$ cat config.mk
export PLATFORM = sky130hd
export DESIGN_NAME = serial_arbiter
export DESIGN_NICKNAME = d
export VERILOG_FILES = /design/src/rtl/serial_arbiter.sv
export SDC_FILE = /design/constraint.sdc
export NUM_CORES = 1
export LEC_CHECK = 0
export ABC_CLOCK_PERIOD_IN_PS = 2600
export BUFFER_PORTS_ARGS = -buffer_cell sky130_fd_sc_hd__buf_4
export CAP_MARGIN = 20
export CORE_AREA = 5 5 62 64
export DETAILED_ROUTE_END_ITERATION = 12
export DIE_AREA = 0 0 67 69
export GPL_TIMING_DRIVEN = 0
export PLACE_DENSITY = 0.77
export REMOVE_ABC_BUFFERS = 1
export SLEW_MARGIN = 15
export SYNTH_ARGS = -nofsm -noshare
export SYNTH_HDL_FRONTEND = slang
export SYNTH_SLANG_ARGS = --single-unit
$ cat constraint.sdc
create_clock -name clk -period 2.6 [get_ports clk]
set_input_delay 0.52 -clock clk [delete_from_list [all_inputs] [get_ports clk]]
set_output_delay 0.52 -clock clk [all_outputs]
set_load 0.05 [all_outputs]
$ cat src/rtl/serial_arbiter.sv
// ---------------------------------------------------------------------------
// serial_arbiter
//
// Shares one byte stream (into the UART transmitter) between N byte-stream
// requesters. Round-robin arbitration; the grant is held for a whole packet
// (until s_last). A per-grant byte limit (MAXLEN) forces a release so a
// requester that never ends its packet cannot starve the others.
//
// Optional feature (compile-time macro SERIAL_ARBITER_TAG_EN):
//   defined   -> a TAG state sits between IDLE and PASS. It emits one header
//                byte {4'hA, grant[3:0]} before the packet. The header is not
//                counted toward MAXLEN. Requires N <= 16.
//   undefined -> IDLE goes straight to PASS and no header byte exists.
//
// Parameters:
//   N       number of requesters (2..16)
//   MAXLEN  maximum bytes forwarded per grant before forced release (1..65535)
//
// Ports:
//   clk      system clock
//   rst      asynchronous, active-low reset
//   s_data   requester bytes, requester i on bits [8i+7:8i]
//   s_valid  requester i has a byte
//   s_last   byte on requester i ends its packet
//   s_ready  byte accepted from requester i (only ever the granted one)
//   m_data   registered byte to the transmitter
//   m_valid  m_data valid
//   m_ready  transmitter accepts the byte
//   grant    index of the current or most recent owner
//   busy     a grant is held
//   err      one-cycle pulse when a grant is cut off at MAXLEN bytes
// ---------------------------------------------------------------------------
module serial_arbiter #(
  parameter int N      = 4,
  parameter int MAXLEN = 256
) (
  input  logic                 clk,
  input  logic                 rst,
  input  logic [8*N-1:0]       s_data,
  input  logic [N-1:0]         s_valid,
  input  logic [N-1:0]         s_last,
  output logic [N-1:0]         s_ready,
  output logic [7:0]           m_data,
  output logic                 m_valid,
  input  logic                 m_ready,
  output logic [$clog2(N)-1:0] grant,
  output logic                 busy,
  output logic                 err
);

  localparam int GW = $clog2(N);
  localparam int CW = $clog2(MAXLEN + 1);

  typedef enum logic [1:0] {
    IDLE  = 2'd0,
    TAG   = 2'd1,
    PASS  = 2'd2,
    DRAIN = 2'd3
  } state_t;

  state_t          state_q, state_d;
  logic [GW-1:0]   grant_d;
  logic [CW-1:0]   cnt_q, cnt_d;
  logic            err_d;
  logic            take;
  logic            out_free;
  logic            pick_found;
  logic [GW-1:0]   pick_idx;
  logic            sel_valid;
  logic            sel_last;
  logic [7:0]      sel_data;

`ifdef SERIAL_ARBITER_TAG_EN
  logic            load_tag;
  logic [7:0]      tag_byte;

  assign tag_byte = {4'hA, 4'(grant)};
`endif

  // The output register can take a new byte when it is empty or when its
  // current byte leaves this cycle (one-entry skid stage).
  assign out_free  = !m_valid || m_ready;

  assign sel_valid = s_valid[grant];
  assign sel_last  = s_last[grant];
  assign sel_data  = s_data[{grant, 3'b000} +: 8];

  assign busy      = (state_q != IDLE);

  // Round-robin scan: the first requesting index after the last owner wins,
  // so the last owner itself is considered last.
  always_comb begin
    pick_found = 1'b0;
    pick_idx   = grant;
    for (int k = 1; k <= N; k++) begin
      if (!pick_found && s_valid[GW'((int'(grant) + k) % N)]) begin
        pick_found = 1'b1;
        pick_idx   = GW'((int'(grant) + k) % N);
      end
    end
  end

  always_comb begin
    // NOTE: every signal written here gets a default first, so no path can
    // leave one unassigned and infer a latch.
    state_d  = state_q;
    grant_d  = grant;
    cnt_d    = cnt_q;
    err_d    = 1'b0;
    take     = 1'b0;
    s_ready  = '0;
`ifdef SERIAL_ARBITER_TAG_EN
    load_tag = 1'b0;
`endif
    case (state_q)
      IDLE: begin
        if (pick_found) begin
          grant_d = pick_idx;
`ifdef SERIAL_ARBITER_TAG_EN
          state_d = TAG;
`else
          state_d = PASS;
`endif
        end
      end
`ifdef SERIAL_ARBITER_TAG_EN
      TAG: begin
        if (out_free) begin
          load_tag = 1'b1;
          state_d  = PASS;
        end
      end
`endif
      PASS: begin
        s_ready[grant] = out_free;
        take           = out_free && sel_valid;
        if (take) begin
          cnt_d = cnt_q + 1'b1;
          if (sel_last) begin
            state_d = DRAIN;
          end else if (cnt_q == CW'(MAXLEN - 1)) begin
            // Limit reached without s_last: cut the packet here; the rest
            // of it competes again as a new packet.
            err_d   = 1'b1;
            state_d = DRAIN;
          end
        end
      end
      DRAIN: begin
        if (out_free) begin
          cnt_d   = '0;
          state_d = IDLE;
        end
      end
      default: state_d = IDLE;
    endcase
  end

  always_ff @(posedge clk or negedge rst) begin
    if (!rst) begin
      state_q <= IDLE;
      grant   <= GW'(N - 1);
      cnt_q   <= '0;
      err     <= 1'b0;
      m_valid <= 1'b0;
      m_data  <= 8'h00;
    end else begin
      // NOTE: registers are updated with non-blocking assignments so every
      // right-hand side sees the pre-edge value regardless of statement order.
      state_q <= state_d;
      grant   <= grant_d;
      cnt_q   <= cnt_d;
      err     <= err_d;
      if (take) begin
        m_valid <= 1'b1;
        m_data  <= sel_data;
`ifdef SERIAL_ARBITER_TAG_EN
      end else if (load_tag) begin
        m_valid <= 1'b1;
        m_data  <= tag_byte;
`endif
      end else if (m_ready) begin
        m_valid <= 1'b0;
      end
    end
  end

endmodule

Word-level counts from Yosys, hierarchy flattened

Cells that the tools add are included.

Add/subtract/negate cells: 5
Multipliers: 0
Divide/modulo/power cells: 0
Order comparisons: 6
Equality and inequality tests: 7
Shifts and indexed selects: 1
Muxes and demuxes: 43
Bitwise gates (word level): 1
Reductions and logical operators: 18

Operators with widths:

| kind                  | count |
|---|---|
| $shiftx A32 B6 Y8     | 1 |
| $mux W1               | 22 |
| $mux W2               | 9 |
| $mux W9               | 2 |
| $pmux W9 S2           | 1 |
| $lt A2 B4 Y1 const B  | 4 |
| $bmux W1 S2           | 6 |
| $add A9 B1 Y9 const B | 1 |
| $eq A9 B8 Y1 const B  | 1 |
| $ne A2 B2 Y1 const B  | 3 |
| $pmux W2 S3           | 1 |
| $reduce_and A3 Y1     | 2 |
| $reduce_bool A2 Y1    | 3 |
| $logic_and A1 B1 Y1   | 5 |
| $add A2 B1 Y2 const B | 2 |
| $add A2 B2 Y2 const B | 2 |
| $and A4 B4 Y4         | 1 |
| $eq A2 B2 Y1 const B  | 2 |
| $logic_not A1 Y1      | 4 |
| $mux W4               | 1 |
| $reduce_and A4 Y1     | 1 |
| $reduce_bool A4 Y1    | 1 |
| $lt A2 B3 Y1 const B  | 1 |
| $ne A3 B3 Y1 const B  | 1 |
| 4 further kinds       | 4 |

Register bits: 23
Bits in latches: 0
Bits in writable memories: 0
Bits in read-only memories: 0
Bits of input ports: 43
Output and inout bits: 17
Word-level logic and storage cells: 87
Memories: 0

Logic depth before layout (Yosys ltp)

Depth in word-level cells: 16
Depth in mapped cells: 7
Depth with buffers taken out: 6

Worst setup path before layout

OpenSTA, ideal clock, no wires.

Kind: reg2reg
Start point: register grant[0]
End point: register state_q[1]
Library setup time: 0.124 ns
Arrival time: 2.351 ns
Required time: 2.476 ns
Slack: 0.125 ns
Cell stages (with the launch flop): 7
Buffers on the path: 1
Clock period less this slack: 2.475 ns
Cells stage by stage: dfstp_2 -> buf_2 -> inv_1 -> ha_1 -> mux4_2 -> or3_1 -> o31a_1

Word-level cells in the longest chain between the ends: 16
Elaborated cells on any way between the ends: 38
Those cells by class: add/sub: 4; eq/ne: 3; mux: 23; reduce/logical: 8

RTL lines:

| what                                       | line | RTL |
|---|---|---|
| start: declaration                         | 46   | `output logic [$clog2(N)-1:0] grant,` |
| start signal: assignment                   | 162  | `grant <= GW'(N - 1);` |
| start signal: assignment                   | 171  | `grant <= grant_d;` |
| $add A2 B1 Y2                              | 96   | `if (!pick_found && s_valid[GW'((int'(grant) + k) % N)]) begin` |
| $bmux W1 S2                                | 96   |  |
| $mux W1 (implied by the code) (2 in a row) | 96   |  |
| $mux W1                                    | 96   |  |
| $logic_not A1 Y1                           | 96   |  |
| $logic_and A1 B1 Y1                        | 96   |  |
| $mux W1                                    | 96   |  |
| $logic_not A1 Y1                           | 96   |  |
| $logic_and A1 B1 Y1                        | 96   |  |
| $mux W1                                    | 96   |  |
| $logic_not A1 Y1                           | 96   |  |
| $logic_and A1 B1 Y1                        | 96   |  |
| $mux W1                                    | 96   |  |
| $ne A2 B2 Y1 (no source line)              | --   |  |
| $reduce_and A4 Y1 (no source line)         | --   |  |
| end signal: assignment                     | 170  | `state_q <= state_d;` |
| end: declaration                           | 61   | `state_t state_q, state_d;` |

Several ways; a longest one is shown, not always the timed one. The select of a mux whose other input is x is not followed.
A chain may end at the register's enable or synchronous reset.

Final worst setup path

Start point: register grant[1]
End point: register state_q[1]

The elaborated chain is that of the path after synthesis.

==> impl_metrics.csv <==
group,metric,value,unit
routing,first_iter_violations,33,
critical_path,crit_path_start,"grant[1]",
sta,max-slew-margin-rel,0.597,
critical_path,cp_max_fo,16,
critical_path,cp_slowest_cell,"dfstp_4",
clock_network,path_clk_slew,140,ps
die,die_w,67,microns
routing,avgRoutedWirePerCell,15.4,microns
pwr,leakagePower,0.000904,uW
clock_network,clock_path_buffers,2,
clock_network,clk_latency,320,ps
cells_and_area,layout.nets,238,
yosys,yosys_warnings,0,
clock_network,numClockSinks,23,
global_routing,grt_pass1_vias,1364,
sta,finalCritPeriodShare,0.965,
sta,rsz0062_at_grt,"no",
die,rows,21,
critical_path,worst_setup_path_end_kind,"flop",
cells_and_area,seq_area,586,sq um
global_routing,grt_max_degree,28,
cells_and_area,diodes,0,
sta,final_hold_viol_count,0,
routing,via_per_inst,5.47,
critical_path,crit_chain,"inv_1 -> ha_1 -> mux2i_1 -> mux2i_1 -> or3_1 -> o31a_1",
pwr,switchingPower,1170,uW
die,die_y,69,microns
routing,maxUsedRoutingLayer,"met4",
cells_and_area,drive_above_1_share,0.473,
yosys,yosysTopAreaCell,"dfrtp_1",
critical_path,crit_path_end,"state_q[1]",
yosys,synthCells,128,
place,numPortBuffers,59,
sta,final.setup_skew,6.68,ps
die,design.core.area,0.00323,sq mm
routing,drcViolationCount,0,
cells_and_area,areaGrowthSynthToFinish,35.8,%
pwr,internal-power,1210,uW
cells_and_area,fill_cells,275,
clock_network,hold_buffers,0,
yosys,ys_seq_elements,23,
critical_path,regToRegSetupSlack,90,ps
critical_path,r2r_start,"grant[1]",
routing,met1_length,1280,microns
cells_and_area,most-common-layout-cells,"buf_4, dfrtp_1, mux4_2",
clock_network,h-tree-depth,1,
global_routing,grt_pass1_wl,6070,microns
critical_path,max_stage_delay,760,ps
place,place.gp.congestion,0.927,
hold_path,hold_path_class,"in -> async",
sta,period_minus_slack,2510,ps
outcome,status,"complete, no violations",
clock_network,cts_buffers,3,
global_routing,grt.total_usage,0.167,
yosys,synth_area_leaders,"dfrtp_1, mux4_2, mux2_2",
pwr,pwr-share-clk,0.074,
critical_path,crit_top_cell,"mux2i_1",
sta,fmaxAchievable,0.399,GHz
critical_path,regToRegEndpoint,"state_q[1]",
critical_path,r2r.worst_path.cells,6,
routing,vias,1280,
pwr,p_seq_frac,0.269,
yosys,yosysTopAreaCellShare,0.355,
routing,drt-total-wl,3600,microns
critical_path,critical_path_class,"reg -> reg",
yosys,synth_flop_cell,"dfrtp_1",
critical_path,required,2830,ps
routing,wl_met2,2180,microns
critical_path,cp-start-kind,"flop",
sta,drv_slew,0,
pwr,combPwrFrac,0.657,
critical_path,cp.arrival,2740,ps
cells_and_area,finalNonFillerCells,234,
routing,ant_nets,0,
pwr,powerDensity,1180,mW/mm^2
cells_and_area,final_util,0.623,
pwr,peakVddDrop,0.848,mV
pwr,p_sw_frac,0.491,
place,dp_cells,228,
sta,worst_pin_slew,600,ps
die,initial_core_util,0.458,
yosys,syn_area,0.00148,sq mm
sta,hold_ws,61.6,ps
sta,finalSetupViolCount,0,
die,ios,60,
cells_and_area,multi_input_area,847,sq um
routing,dr_wl_met3,115,microns
sta,fin_ws,91.0,ps
yosys,yosysUniqueCellTypes,30,
yosys,async_reset_ff_frac,1.00,
routing,drt_first_pass_iters,4,
die,die_area,0.00462,sq mm
cells_and_area,final_common_cell,"buf_4",
yosys,yosysSeqAreaShare,0.390,
place,dp_hpwl,2880,microns
yosys,synth_edf_count,0,
clock_network,clock-root-buffer,"clkbuf_4",
job,max_cap_violations,0,
yosys,synth_area_per_cell,11.6,sq um
global_routing,antenna_found_initial,0,
clock_network,cts_tree,"built",
global_routing,grt_overflow,0,
place,pre_cts_ws,-176,ps
==> sequential cells by signal, summed over array words and instances (netlist names) <==
name / count
cnt_q: 9
m_data: 8
grant: 2
state_q: 2
err: 1
m_valid: 1
==> critical path: cells and delay by family, from the launching register on <==
kind,cells,cell delay [ps]
AO/OA/AOI/OAI,1,240
AND/OR/NAND/NOR,1,390
flip-flops,1,760
buffers and inverters,1,130
adder cells (fa/ha/maj),1,420
multiplexers,2,470
==> timing repair <==
| item | 4_1_cts | 5_1_grt |
|---|---|---|
| buffers inserted | 2 | 0 |
| gates resized for setup | 2 | 0 |
| endpoints found under the setup margin | 2 | 0 |
==> through the flow <==
step           total power, uW  instance area (sq um)  TNS [ps]
2_1_floorplan             1760                   1460     -20.5
3_3_place_gp              2140                   1960     -38.4
3_5_place_dp              2190                   1960      -267
4_1_cts                   2400                   2010         0
5_1_grt                   2530                   2010         0
6_report                  2380                   2010         0
==> power groups by stage <==
stage                     clock [uW]  combinational [uW]  sequential (uW)
after floorplan                    0                 784              973
after global placement             0                1450              694
after detailed placement           0                1480              708
after CTS                        179                1580              642
after global routing             190                1670              667
final                            176                1560              638
==> cells by family (layout without fill, tap and decap cells) <==
kind of cell | after synthesis | after routing | share of synthesized area
AND/OR/NAND/NOR | 35 | 35 | 0.142
AO/OA/AOI/OAI | 25 | 25 | 0.101
multiplexers | 25 | 25 | 0.278
flip-flops | 23 | 23 | 0.390
buffers and inverters | 14 | 74 | 0.0380
adder cells (fa/ha/maj) | 6 | 6 | 0.0507
==> how the worst min path moves through the flow <==
stage,start,to,slack (ps),depth (start not counted)
global route,rst,cnt_q[0],70,1
detailed placement,rst,cnt_q[0],430,1
finish,rst,cnt_q[0],60,1
CTS,rst,cnt_q[0],70,1
floorplan,rst,cnt_q[0],220,0
global placement,rst,cnt_q[0],430,1
==> cell type report <==
cell class              instances  share of cell area
clock buffers                   3              0.0112
well taps                      46              0.0286
repair buffers                 61               0.228
clock inverters                 1             0.00373
inverters                       9              0.0168
multi-input cells              91               0.421
flip-flops and latches         23               0.291
==> per-layer routing <==
metal,global-route usage,up-vias
met4,0.0495,0
li1,-,608
met1,0.176,643
met5,0,-
met2,0.326,27
met3,0.0227,2
==> cells in the mapped netlist, types with 2 or more instances <==
library cell / number
a21oi_1: 8
and2_1: 4
buf_2: 3
dfrtp_1: 21
dfstp_2: 2
ha_1: 6
inv_1: 9
mux2_2: 9
mux2i_1: 4
mux4_2: 12
nand2_1: 6
nand2b_1: 2
nand3_1: 8
nor2_1: 2
nor3_1: 2
o2111ai_1: 2
o21ai_0: 9
o31ai_1: 3
or3_1: 4
or4_1: 2
No activity file was read; power rests on OpenSTA's default activity.
